==> src/rtl/tag_match_encoder.sv <==
// ============================================================================
// Module  : tag_match_encoder
// Brief   : 4-line fully-associative tag store with a registered parallel
//           compare and a lowest-index priority encoder for the data cache.
//           Optional macro TAG_MATCH_MULTIHIT_CHECK_EN enables multi_hit.
// Revision: 1.0 - initial release
// ============================================================================
`default_nettype none

module tag_match_encoder #(
  parameter int TAG_WIDTH = 28,
  parameter int NUM_LINES = 4
) (
  input  logic                 clk,
  input  logic                 reset,
  input  logic                 lookup_en,
  input  logic [TAG_WIDTH-1:0] lookup_tag,
  input  logic                 wr_en,
  input  logic [1:0]           wr_line,
  input  logic [TAG_WIDTH-1:0] wr_tag,
  input  logic                 inv_en,
  input  logic [1:0]           inv_line,
  output logic                 result_valid,
  output logic                 hit,
  output logic [NUM_LINES-1:0] hit_vector,
  output logic [1:0]           line_number,
  output logic [NUM_LINES-1:0] valid_bits,
  output logic                 multi_hit
);

  localparam int IDX_W = 2;

  logic [TAG_WIDTH-1:0] tag_q [NUM_LINES];
  logic [NUM_LINES-1:0] valid_q;
  logic [NUM_LINES-1:0] match;
  logic [IDX_W-1:0]     enc_line;

  // Per-line storage; invalidate has priority over install on the valid bit,
  // while the tag itself is still written.
  genvar gi;
  generate
    for (gi = 0; gi < NUM_LINES; gi++) begin : g_line
      logic wr_sel;
      logic inv_sel;

      assign wr_sel  = wr_en  && (wr_line  == IDX_W'(gi));
      assign inv_sel = inv_en && (inv_line == IDX_W'(gi));

      always_ff @(posedge clk or posedge reset) begin
        if (reset) begin
          tag_q[gi] <= '0;
        end else if (wr_sel) begin
          tag_q[gi] <= wr_tag;
        end
      end

      always_ff @(posedge clk or posedge reset) begin
        if (reset) begin
          valid_q[gi] <= 1'b0;
        end else if (inv_sel) begin
          valid_q[gi] <= 1'b0;
        end else if (wr_sel) begin
          valid_q[gi] <= 1'b1;
        end
      end

      assign match[gi] = valid_q[gi] && (tag_q[gi] == lookup_tag);
    end
  endgenerate

  // Scan from the top down so the lowest matching index is the last to win.
  always_comb begin
    enc_line = '0;
    for (int i = NUM_LINES - 1; i >= 0; i--) begin
      if (match[i]) begin
        enc_line = IDX_W'(i);
      end
    end
  end

  always_ff @(posedge clk or posedge reset) begin
    if (reset) begin
      result_valid <= 1'b0;
      hit          <= 1'b0;
      hit_vector   <= '0;
      line_number  <= '0;
    end else if (lookup_en) begin
      result_valid <= 1'b1;
      hit          <= |match;
      hit_vector   <= match;
      line_number  <= enc_line;
    end else begin
      result_valid <= 1'b0;
    end
  end

`ifdef TAG_MATCH_MULTIHIT_CHECK_EN
  logic multi_next;

  // Clearing the lowest set bit leaves a nonzero value only if two or more bits were set.
  assign multi_next = |(match & (match - NUM_LINES'(1)));

  always_ff @(posedge clk or posedge reset) begin
    if (reset) begin
      multi_hit <= 1'b0;
    end else if (lookup_en) begin
      multi_hit <= multi_next;
    end else begin
      multi_hit <= 1'b0;
    end
  end
`else
  assign multi_hit = 1'b0;
`endif

  assign valid_bits = valid_q;

endmodule

`default_nettype wire

==> config.mk <==
export PLATFORM = sky130hd
export DESIGN_NAME = tag_match_encoder
export DESIGN_NICKNAME = d
export VERILOG_FILES = /design/src/rtl/tag_match_encoder.sv
export SDC_FILE = /design/constraint.sdc
export NUM_CORES = 1
export LEC_CHECK = 0
export CAP_MARGIN = 20
export CORE_MARGIN = 3
export CORE_UTILIZATION = 50
export CTS_CLUSTER_DIAMETER = 150
export CTS_CLUSTER_SIZE = 20
export DETAILED_ROUTE_END_ITERATION = 10
export DONT_BUFFER_PORTS = 1
export HOLD_SLACK_MARGIN = 0.15
export SYNTH_ARGS = -nofsm -noshare
export SYNTH_HDL_FRONTEND = slang
export SYNTH_SLANG_ARGS = --single-unit
export TNS_END_PERCENT = 10
==> constraint.sdc <==
create_clock -name clk -period 4.94 [get_ports clk]
set_clock_uncertainty 0.15 [all_clocks]
set_input_delay 0.988 -clock clk [delete_from_list [all_inputs] [get_ports clk]]
set_output_delay 0.988 -clock clk [all_outputs]
set_load 0.005 [all_outputs]
# Word-level counts from Yosys, hierarchy flattened
# Index checks and enable logic that the tools add are counted.
# word_totals
reg_bits	124
in_bits	65
out_inout_bits	13
# op_classes
eq_ne	10
muxes	13
reduce_logical	19
# ops
op	count
$eq A28 B28 Y1	4
$logic_and A1 B1 Y1	12
$mux W1	9
$eq A2 B2 Y1 const B	4
$mux W2	4
$reduce_bool A2 Y1	4
$eq A2 B1 Y1 const B	2
$logic_not A2 Y1	2
$reduce_or A4 Y1	1

# Longest topological paths before layout
# Gate-level depths: netlist (run 1).
# logic_depth
word_depth	6
mapped_depth	7

# Worst setup path before layout (run 1)
# No wires, ideal clock.
# synth_path
kind	in2reg
start	in lookup_tag[3]
end	reg hit
setup_time_ns	0.064
arrival_time_ns	2.376
required_ns	4.726
setup_slack_ns	2.350
cell_stages	6
path_cell_list	inv_2 > a222oi_1 > or4b_1 > o41ai_2 > nand2b_1 > o32a_2
# synth_between
elab_chain_len	3
# synth_lines
item	line_no	source
start: declaration	17	input logic [TAG_WIDTH-1:0] lookup_tag,
$eq A28 B28 Y1	67	assign match[gi] = valid_q[gi] && (tag_q[gi] == lookup_tag);
$logic_and A1 B1 Y1	67	
$reduce_or A4 Y1 *	89	hit <= |match;
end signal: assignment	89	
end: declaration	24	output logic hit,
# Every way passes the cells marked *; elsewhere a longest branch is shown, timed or not.
# A chain may end at the register's enable or synchronous reset.

# Final worst setup path (run 1)
# layout_path
start	in lookup_tag[21]
end	reg hit
# Same word-level chain as after synthesis.

==> metrics.csv, run 1 <==
stage;metric;value;unit
global_routing;antenna violations before repair;0;
synthesis;Netlist Area Pre-Place;5860;µm²
layout;Area growth, synth to finish;11.3;%
power;Total Power;2.84;mW
global_routing;Total Routing Usage GR;0.224;
floorplan;die width;114;µm
synthesis;synthesized net count;506;
place;detailed placement HPWL;9790;µm
worst_hold_path;Hold Path Origin;tag_q[32];
synthesis;YS warnings;0;
clocking;# Post-CTS Setup Buffers;0;
setup_path;crit path max fanout;4;
timing;Slew @ Worst Pin;957;ps
timing;Tcrit/Tclk final;0.516;
place;pre-CTS setup slack;2000;ps
synthesis;Main synth FF type;dfrtp_1;
setup_path;R2R setup slack;2590;ps
timing;final worst slack;2390;ps
synthesis;Unique masters post-synth;34;
place;port bufs;0;
global_routing;grt peak-use layer;met2;
worst_hold_path;worst hold stages;1;
synthesis;Seq cells post-synth;124;
global_routing;first-pass GRT wire length;21100;µm
layout;share of cells above drive strength 1;0.315;
run;max-capacitance violation count;0;
clocking;CTS tree;built;
clocking;Clock Latency Late Sink;410;ps
route;Wirelength per Cell;22.7;µm
clocking;clock sink total;124;
route;1st-pass router iterations;4;
synthesis;post-synthesis sequential area ratio;0.530;
global_routing;met3 usage;0.0640;
global_routing;grt total ovfl;0;
clocking;CTS Buffer Depth;2;
power;Pwr Density;436;nW/µm²
power;P_leak;2.74;nW
clocking;CTS buffer count;17;
synthesis;Avg Inst Size Synth;13.3;µm²
route;Post-DRT Antenna Nets;0;
setup_path;worst setup path class;primary input to flip-flop;
timing;Max-slew headroom;0.362;
clocking;hold_buf cts;0;
timing;fmax;393;MHz
worst_hold_path;worst hold path type;flip-flop to flip-flop;
timing;Finish-stage setup viols;0;
floorplan;initial core utilization;0.527;
worst_hold_path;Hold Path Sink;tag_q[32];
clocking;clock root buffer;clkbuf_16;
global_routing;vias in the first global route;3675;
synthesis;synthesized netlist cell count;441;
synthesis;Post-synth EDFFs;0;
clocking;H-tree Lvls;4;
timing;Final Hold Viols;0;
timing;final slew viol count;0;
floorplan;I/O pin total;78;
layout;final core occ;0.586;
setup_path;CP endpoint kind;flip-flop;
floorplan;DIE AREA;13100;µm²
setup_path;WP data required;5140;ps
setup_path;R2R Path Start;tag_q[105];
clocking;Post-CTS Resized;0;
setup_path;Crit path arrival time;2740;ps
setup_path;Reg2Reg Depth;6;
route;Post-Route WL;13600;µm
global_routing;largest net degree at the start of global routing;77;
timing;RSZ-0062 raised after global routing;no;
run_status;status;finished, final reports clean;
layout;Final nets;516;
power;VDD IR max;284;µV
route;initial DRC count;161;
global_routing;M1 GR Usage;0.311;
timing;fin crit period;2550;ps
route;vias per std cell;5.65;
floorplan;Core ar.;11100;µm²
route;# DRC;0;
global_routing;met2 GRT Util;0.338;
place;placer congestion estimate;0.777;
setup_path;critical path launch point type;primary input;
synthesis;Post-synth ARST share;1.00;
timing;Fin Setup TNS;0;ps
clocking;clock-pin transition on the worst setup and hold timing paths;50;ps
layout;Antenna Cells;0;
setup_path;RR Endpoint;hit;
route;DR vias;3394;
floorplan;Rows;38;
floorplan;die extent in y;114;µm
-- layout make-up --
class | instances | area, µm²
Clock buffer | 26 | 479
Clock inverter | 3 | 15.0
Tap cell | 140 | 175
Inverter | 15 | 58.8
Timing Repair Buffer | 6 | 45.0
Multi-Input combinational cell | 287 | 2650
Sequential cell | 124 | 3100
Fill cell | 942 | 4600
-- metrics by stage --
stage | area (µm²) | std cells | hold WS [ps]
after floorplan | 5860 | 441 | 324
after global placement | 6030 | 572 | 344
after detailed placement | 6030 | 572 | 349
after CTS | 6520 | 601 | 359
after global routing | 6520 | 601 | 378
final | 6520 | 601 | 363
-- Yosys cell counts (3+ instances only) --
cell	number	area, µm²
mux2_2	112	1260
nor4_1	17	106
clkbuf_1	12	45.0
inv_1	14	52.6
nand2_1	3	11.3
o21ai_0	4	20.0
o22ai_1	3	18.8
nand3_1	3	15.0
xor2_1	67	587
xnor2_1	38	333
dfrtp_1	124	3100
nor3_1	4	20.0
nand4_1	12	75.1
-- kinds of logic (layout without fill, tap and decap cells) --
family / after synthesis / after routing / share of synthesized area
xor gates and xnor gates: 105 / 105 / 0.157
DFF: 124 / 124 / 0.530
AOI/OAI and AO/OA: 20 / 20 / 0.0271
muxes: 113 / 113 / 0.217
other: 1 / 1 / 0.000640
buffers and inverters: 30 / 50 / 0.0199
and+or+nand+nor: 48 / 48 / 0.0489
-- metal layers --
layer  part of all wire  up-vias
met5                  0        -
met4              0.013        0
met3              0.061       11
met2               0.46       88
met1               0.46     1721
li1                   -     1574
-- cell usage in the layout (no fill, tap or decap), types with 2 or more instances in the layout --
cell type / synthesis / layout
buf_4: 1 / 6
dfrtp_1: 124 / 124
xnor2_1: 38 / 38
a222oi_1: 2 / 2
nor2_1: 2 / 2
nand3b_1: 2 / 2
clkinv_2: 0 / 3
mux2_2: 112 / 112
nor3_1: 4 / 4
nand2b_1: 2 / 2
o21ai_0: 4 / 4
nand2_1: 3 / 3
nand3_1: 3 / 3
clkbuf_8: 0 / 2
nor4_1: 17 / 17
clkbuf_1: 12 / 7
nand4_1: 12 / 12
a32oi_1: 2 / 2
clkbuf_16: 0 / 17
a21oi_1: 2 / 2
o22ai_1: 3 / 3
inv_1: 14 / 13
xor2_1: 67 / 67
-- worst max-delay path by stage --
stage                               from        endpoint  cells after the start
final                     lookup_tag[21]             hit                      6
after global routing       lookup_tag[8]  line_number[0]                      6
after CTS                 lookup_tag[21]             hit                      6
after detailed placement  lookup_tag[21]             hit                      6
after global placement    lookup_tag[21]             hit                      6
after floorplan                    reset             hit                      1
-- sequential cells by signal, summed over array words and instances, names as in the netlist --
register      cells
valid_bits        4
tag_q           112
hit_vector        4
result_valid      1
line_number       2
hit               1
-- worst max-delay path, stage by stage --
cell and delay, ps:
xor2_1 140, nor4_1 550, nand4_1 190, o41ai_2 500
nand2b_1 200, o32a_2 170
-- report_power, final --
part / total [mW] / switching, mW / internal [mW] / leakage (nW)
clock: 1.06 / 0.405 / 0.654 / 0.244
sequential: 1.32 / 0.120 / 1.20 / 1.48
combinational: 0.464 / 0.207 / 0.258 / 1.01
total: 2.84 / 0.732 / 2.11 / 2.74
No activity file was read; power rests on OpenSTA's default activity.
==> run 2: changes to the inputs <==
- PLACE_DENSITY: default -> 0.68
- clock period: 4.94 -> 2.28 ns (I/O delays scaled with it)
==> run 2 against run 1 <==
Net effect: worst hold slack lost 75 ps; via count is 7.9% higher; non-clock buffer count grew 42; setup slack got worse by 2300 ps; combinational power is 140% higher; die area unchanged; cell count is 7.2% higher; critical path type is now flip-flop to flip-flop; critical endpoint is now line_number[0].
==> metrics.csv, run 2 (synthesis gave the netlist of run 1 again) <==
stage;metric;value;unit
run_status;status;finished, final reports clean;
setup_path;Reg2Reg Depth;6;
power;clock share of power;0.432;
setup_path;Crit path arrival time;2270;ps
floorplan;Core ar.;11100;µm²
setup_path;R2R Path Start;tag_q[49];
layout;Antenna Cells;0;
global_routing;vias in the first global route;3878;
route;DR vias;3661;
setup_path;crit path max fanout;2;
layout;Biggest register;tag_q;
route;WL met3;838;µm
power;Int Pwr;5.32;mW
floorplan;Rows;38;
power;Total Power;7.02;mW
power;P_leak;3.02;nW
setup_path;WP data required;2410;ps
floorplan;I/O pin total;78;
floorplan;die extent in y;114;µm
worst_hold_path;worst hold stages;4;
layout;commonest non-fill, non-tap cell in the layout;dfrtp_1;
layout;Final nets;558;
place;port bufs;0;
global_routing;largest net degree at the start of global routing;53;
floorplan;die width;114;µm
clocking;clock root buffer;clkbuf_16;
clocking;CTS tree;built;
timing;Finish-stage setup viols;0;
timing;Tcrit/Tclk final;0.941;
power;Comb power frac;0.160;
global_routing;Total Routing Usage GR;0.229;
clocking;Clock Latency Late Sink;410;ps
power;Pwr Density;980;nW/µm²
route;Post-Route WL;14000;µm
route;met2 wire length;6750;µm
route;met1 wire length;6230;µm
timing;fin crit period;2140;ps
worst_hold_path;Hold Path Origin;lookup_tag[3];
timing;final slew viol count;0;
route;1st-pass router iterations;4;
route;vias per std cell;5.68;
global_routing;first-pass GRT wire length;22000;µm
power;sw frac;0.241;
setup_path;worst setup path class;flip-flop to flip-flop;
setup_path;R2R setup slack;140;ps
power;Net Sw Power;1.69;mW
setup_path;CP endpoint kind;flip-flop;
power;VDD IR max;645;µV
clocking;CTS Buffer Depth;2;
worst_hold_path;worst hold path type;primary input to flip-flop;
route;Wirelength per Cell;21.7;µm
floorplan;DIE AREA;13100;µm²
run;max-capacitance violation count;0;
route;# DRC;0;
clocking;H-tree Lvls;4;
worst_hold_path;Hold Path Sink;hit_vector[1];
clocking;clock-pin transition on the worst setup and hold timing paths;50;ps
power;Seq pwr share;0.408;
layout;Area growth, synth to finish;22.2;%
floorplan;initial core utilization;0.527;
place;detailed placement HPWL;9830;µm
global_routing;antenna violations before repair;0;
setup_path;critical path launch point type;flip-flop;
layout;max reg flops;112;
global_routing;grt total ovfl;0;
layout;Final Cell Area;7160;µm²
layout;share of cells above drive strength 1;0.319;
timing;Fin Setup TNS;0;ps
layout;commonest non-fill, non-tap cells in the layout;124 x dfrtp_1, 112 x mux2_2, 67 x xor2_1;
layout;final core occ;0.644;
clocking;CTS buffer count;17;
place;placer congestion estimate;0.811;
clocking;clock sink total;124;
route;uppermost layer routed;met4;
place;Cell Area, Placed;6130;µm²
route;initial DRC count;237;
timing;fmax;466;MHz
route;Post-DRT Antenna Nets;0;
timing;RSZ-0062 raised after global routing;no;
timing;Final Hold Viols;0;
setup_path;RR Endpoint;line_number[0];
==> run 2: cell count changes in the layout (fill, tap and decap cells not counted), sizes merged <==
cell	previous run	this run
dlygate4sd3	0	35
inv	15	14
clkbuf	26	24
buf	6	13
bufinv	0	5
clkinvlp	0	1
clkinv	3	1
==> run 2: routing by layer <==
layer	GRT usage	up-vias
met3	0.0634	18
met5	0	-
met1	0.310	1886
met2	0.356	98
met4	0.0792	0
li1	-	1659
==> run 2: layout make-up <==
cell class	instances	area [µm²]
well taps	140	175
flip-flops and latches	124	3100
fillers	891	3970
multi-input cells	287	2660
repair buffers	48	498
clock inverters	6	155
inverters	15	60.1
clock buffers	24	512
==> run 2: repair_timing <==
action / 4_1_cts / 5_1_grt
hold buffers: 35 / 0
setup buffers: 0 / 0
setup endpoints to repair: 0 / 3
endpoints found under the hold margin: 214 / 0
gates resized for setup: 0 / 2
==> run 2: critical path: stages (launching register included) <==
cell	delay, ps
dfrtp_1	380
xor2_1	190
nor4_1	430
nand4_1	210
or3_1	380
a21boi_0	180
o22ai_1	90
==> run 2: how the worst max path moves through the flow <==
stage                         startpoint             end  cells after the start
final                          tag_q[49]  line_number[0]                      6
after CTS                      tag_q[94]  line_number[1]                      7
after detailed placement  lookup_tag[10]  line_number[1]                      7
after global placement    lookup_tag[21]             hit                      7
after floorplan                    reset             hit                      1
after global routing           tag_q[87]  line_number[1]                      5
==> run 2: stage by stage <==
step / setup slack (ps) / instances / hold WS (ps)
floorplan: 149 / 441 / 324
global placement: 49.2 / 579 / 160
detailed placement: 84.2 / 579 / 165
CTS: 146 / 644 / 265
global route: 39.4 / 644 / 326
finish: 135 / 644 / 288
==> run 2: power groups by stage <==
| stage | Sequential (mW) | Clock (mW) | Combinational (mW) |
|---|---|---|---|
| after floorplan | 2.83 | 0 | 0.787 |
| after global routing | 2.91 | 3.17 | 1.22 |
| final | 2.86 | 3.03 | 1.12 |
| after global placement | 2.87 | 0 | 1.01 |
| after detailed placement | 2.90 | 0 | 1.03 |
| after CTS | 2.86 | 3.07 | 1.12 |
